<file path="src/rtl/score_bcd_accum.sv">
// Score keeper: scales a BCD point value by the level with digit-serial BCD
// addition and publishes the 4-digit score (saturating at 9999) on commit.
module score_bcd_accum #(
    parameter logic [15:0] P1        = 16'h0001,
    parameter logic [15:0] P2        = 16'h0003,
    parameter logic [15:0] P3        = 16'h0005,
    parameter logic [15:0] P4        = 16'h0008,
    parameter int          MAX_LEVEL = 9
) (
    input  logic        clk,
    input  logic        rst,
    input  logic        new_game,
    input  logic        clear_valid,
    output logic        clear_ready,
    input  logic [2:0]  clear_lines,
    input  logic [3:0]  level,
    output logic [15:0] score,
    output logic        score_update,
    output logic        saturated
);

    typedef enum logic [1:0] {IDLE, ADD, COMMIT} state_t;

    localparam logic [3:0] MAX_L = 4'(MAX_LEVEL);

    state_t          state;
    logic [3:0][3:0] acc;
    logic [3:0][3:0] add;
    logic [3:0]      passes;
    logic [1:0]      d;
    logic            carry;

    logic [4:0] nib_sum;
    logic [3:0] nib_new;
    logic       nib_carry;
    logic       lines_ok;
    logic [15:0] pts;
    logic [3:0]  lvl_clamped;

    // One BCD digit of the working sum; inputs are valid BCD so nib_sum <= 19.
    always_comb begin
        nib_sum   = {1'b0, acc[d]} + {1'b0, add[d]} + {4'd0, carry};
        nib_carry = (nib_sum > 5'd9);
        nib_new   = nib_carry ? 4'(nib_sum - 5'd10) : nib_sum[3:0];
    end

    always_comb begin
        lines_ok = 1'b1;
        pts      = 16'h0000;
        case (clear_lines)
            3'd1:    pts = P1;
            3'd2:    pts = P2;
            3'd3:    pts = P3;
            3'd4:    pts = P4;
            default: lines_ok = 1'b0;
        endcase
        if (level == 4'd0)
            lvl_clamped = 4'd1;
        else if (level > MAX_L)
            lvl_clamped = MAX_L;
        else
            lvl_clamped = level;
    end

    always_ff @(posedge clk) begin
        if (rst || new_game) begin
            state        <= IDLE;
            score        <= 16'h0000;
            acc          <= '0;
            add          <= '0;
            passes       <= 4'd0;
            d            <= 2'd0;
            carry        <= 1'b0;
            score_update <= 1'b0;
            saturated    <= 1'b0;
            clear_ready  <= 1'b1;
        end else begin
            score_update <= 1'b0;
            case (state)
                IDLE: begin
                    // Illegal line counts are consumed here without effect.
                    if (clear_valid && lines_ok) begin
                        add         <= pts;
                        passes      <= lvl_clamped;
                        acc         <= score;
                        d           <= 2'd0;
                        carry       <= 1'b0;
                        clear_ready <= 1'b0;
                        state       <= ADD;
                    end
                end
                ADD: begin
                    acc[d] <= nib_new;
                    carry  <= nib_carry;
                    d      <= d + 2'd1;
                    if (d == 2'd3) begin
                        carry <= 1'b0;
                        if (nib_carry) begin
                            acc   <= 16'h9999;
                            state <= COMMIT;
                        end else if (passes == 4'd1) begin
                            state <= COMMIT;
                        end else begin
                            passes <= passes - 4'd1;
                        end
                    end
                end
                COMMIT: begin
                    score        <= acc;
                    saturated    <= (acc == 16'h9999);
                    score_update <= 1'b1;
                    clear_ready  <= 1'b1;
                    state        <= IDLE;
                end
                default: begin
                    state       <= IDLE;
                    clear_ready <= 1'b1;
                end
            endcase
        end
    end

endmodule

</file>
<file path="config.mk">
export PLATFORM = sky130hd
export DESIGN_NAME = score_bcd_accum
export DESIGN_NICKNAME = d
export VERILOG_FILES = /design/src/rtl/score_bcd_accum.sv
export SDC_FILE = /design/constraint.sdc
export NUM_CORES = 1
export LEC_CHECK = 0
export CORE_MARGIN = 2
export CORE_UTILIZATION = 61
export DETAILED_ROUTE_END_ITERATION = 16
export GPL_TIMING_DRIVEN = 0
export MAX_ROUTING_LAYER = met4
export PLACE_DENSITY = 0.85
export SLEW_MARGIN = 20
export SYNTH_ARGS = -nofsm -noshare
export SYNTH_HDL_FRONTEND = slang
export SYNTH_SLANG_ARGS = --single-unit
</file>
<file path="constraint.sdc">
create_clock -name clk -period 4.8 [get_ports clk]
set_input_delay 0.48 -clock clk [delete_from_list [all_inputs] [get_ports clk]]
set_output_delay 0.48 -clock clk [all_outputs]
set_load 0.01 [all_outputs]
</file>
==> results by group <==
Outcome
  • Status: finished clean

GRT
  • Vias in the first global route: 2606
  • Largest net degree at the start of global routing: 14
  • Antenna violations before repair: 0
  • Total gr overflow: 0
  • Tot GR Track Use: 0.3254
  • First-pass GRT wire length: 12.39 mm

Routing
  • Drt total wl: 7.815 mm
  • Starting DRT DRC Count: between 200 and 300
  • Detail Route Antenna Nets: 0
  • Pre-antenna DRT Iters: 5
  • Routed via count: between 2000 and 3000
  • Remaining DRCs: 0
  • WL/cell: 18.26 um
  • Vias per cell: approximately 6.5

Synth
  • Yosys warning total: 0
  • Top FF cell, synth: dfxtp_1
  • Syn avg cell area: 8.107 um2
  • Post-Syn Area: 2756 um2
  • Gate Count Post-Synth: 340
  • Total nets after synthesis: 363
  • Netlist cell types: 55
  • Asr flop ratio synth: 0
  • Register area share after synthesis: 0.3486
  • EDFF count, synth: 0
  • Synthesized flop and latch total: 48

Power
  • Maximum VDD drop: around 0.00017 V
  • Leak Pwr: 1.081 nW
  • Cell Pwr Density: 232.6 nW/um2

Timing
  • Fmax: 0.2661 GHz
  • Slew @ Worst Pin: 0.5936 ns
  • Post-route clock period utilization: 0.7830
  • Minimum clock period: 3.759 ns
  • Final hold vios: 0
  • Fin worst setup slack: 1.041 ns
  • Clk_skew: 0.005960 ns
  • RSZ-0062 raised after global routing: no
  • Worst rel slew slack: 0.6043
  • Smallest hold slack: roughly 0.46 ns
  • Final setup violation count: 0
  • Max Transition Viols Final: 0
  • Setup TNS: 0 ns

Worst setup path
  • Critical Path AT: approximately 4.0 ns
  • CP Capture Type: register
  • CP cell instances: clkbuf_1, mux4_2, inv_1, fa_1, inv_1, fa_1, xor2_1, nand2b_1, nand2_1, mux2i_1, a22oi_1, a221oi_1
  • Crit path max-delay family: multiplexers
  • Startpoint types: register
  • Crit-path max FO: 8
  • Critical path buffers and inverters: 3
  • WP data required: 5.02 ns
  • Slowest-stage cell, CP: mux4_2
  • Critical Path Max Stage Delay: 0.59 ns
  • Kind of critical path: register to register

Cells and area
  • Commonest non-fill, non-tap cell in the layout: nand2_1
  • Area Overhead vs Synth: 15.71%
  • Final design utilization: 0.7325
  • Number of diodes: 0
  • Most frequent cells in the layout: 50 x nand2_1, 48 x dfxtp_1, 35 x a21oi_1
  • Layout cells sized above 1: 0.06649
  • NumNets Final: approximately 400

Clock tree
  • PostCTS Resize Cnt: 0
  • Setup Buffers After CTS: 0
  • Cts bufs inserted: 5
  • Worst-path clk slew: ~0.09 ns
  • Clock Latency Late Sink: 0.31 ns
  • # H-tree levels: 2
  • CTS tree: built
  • CTS Sinks: 48
  • CTS Root Cell: clkbuf_8
  • Max clock buf depth: 2
  • Hold Buf Count CTS: 0

Floorplan
  • Row cnt: 24
  • Core area: roughly 4400 um2
  • Die height: a little over 70 um
  • Die ar.: 5072 um2
  • Initial Util: 0.6330
  • Die X: 71.22 um
  • I/O pins: 30

Job
  • Max-Cap Viols: 0

Placed design
  • Port Buffers: 29
  • Routability Congestion: 0.9918
  • Worst slack, placed: around 1.1 ns
  • Post-DP HPWL: 5.788 mm

Hold path
  • Hold WC Path Type: register to register
final timing paths:
check / from / endpoint / slack, ns / cells past startpoint
worst min register to register: saturated / saturated / 0.46 / 2
worst max register to register: d[0] / acc[3] / 1.04 / 12
worst max-delay path: d[0] / acc[3] / 1.04 / 12
worst min-delay path: saturated / saturated / 0.46 / 2
metal layers:
layer  vias to the layer above  global-route usage  share of wire
met4                         0              0.1279          0.026
met5                         -                   -              0
met1                      1335              0.4140           0.41
met3                        23             0.06610          0.089
li1                       1282                   -              -
met2                       137              0.5103           0.47
power breakdown:
group | internal [mW] | switching, mW
clock | 0.0994 | 0.136
sequential | 0.404 | 0.00793
combinational | 0.0360 | 0.0589
flip-flops by register name, summed over array words and instances (netlist names):
name and count:
acc 16, score 16, add 4, passes 4, d 2, state 2, carry 1, clear_ready 1
saturated 1, score_update 1
through the flow:
stage	std cells	instance area (um2)	power [mW]
final	428	3189	0.7420
after global routing	428	3189	0.7662
after CTS	428	3189	0.7377
after detailed placement	421	3112	0.5135
after global placement	421	3112	0.5117
after floorplan	340	2756	0.4809
worst min-delay path, stage by stage (launching register included):
cell,delay [ns]
dfxtp_1,0.31
nand2_1,0.05
a21oi_1,0.06
synth_stat cells, types with 3 or more instances:
cell type   n  area (um2)
nand2_1    50       187.7
dfxtp_1    48       960.9
a21oi_1    35       175.2
o21ai_0    26       130.1
nor2_1     25       93.84
clkbuf_1   21       78.83
inv_1      20       75.07
nand3_1    12       60.06
ha_1       10       125.1
a31oi_1     8       50.05
mux2i_1     6       60.06
a211oi_1    5       37.54
a221oi_1    5       43.79
mux4_2      4       90.09
a22oi_1     3       22.52
and2_1      3       18.77
mux2_1      3       33.78
nand2b_1    3       18.77
nor3_1      3       15.01
o2111ai_1   3       26.28
o21ai_1     3       15.01
layout make-up:
class / instances / area (um2)
plain buffers: 22 / 82.58
clock buffers: 6 / 72.57
clock inverters: 1 / 5.005
fillers: 383 / 1165
inverters: 20 / 75.07
multi-input cells: 250 / 1638
flip-flops and latches: 48 / 960.9
well taps: 52 / 65.06
repair buffers: 29 / 290.3
cells by family (layout without fill, tap and decap cells):
logic type | Yosys count | in the layout | share of synthesized area
AOI/OAI and AO/OA | 105 | 105 | 0.2510
DFF | 48 | 48 | 0.3486
buffers and inverters | 42 | 78 | 0.05719
adders and majority gates | 12 | 12 | 0.05992
xor gates and xnor gates | 3 | 3 | 0.01634
muxes | 13 | 13 | 0.06673
and+or+nand+nor | 117 | 117 | 0.2002
No activity file was read; power rests on OpenSTA's default activity.
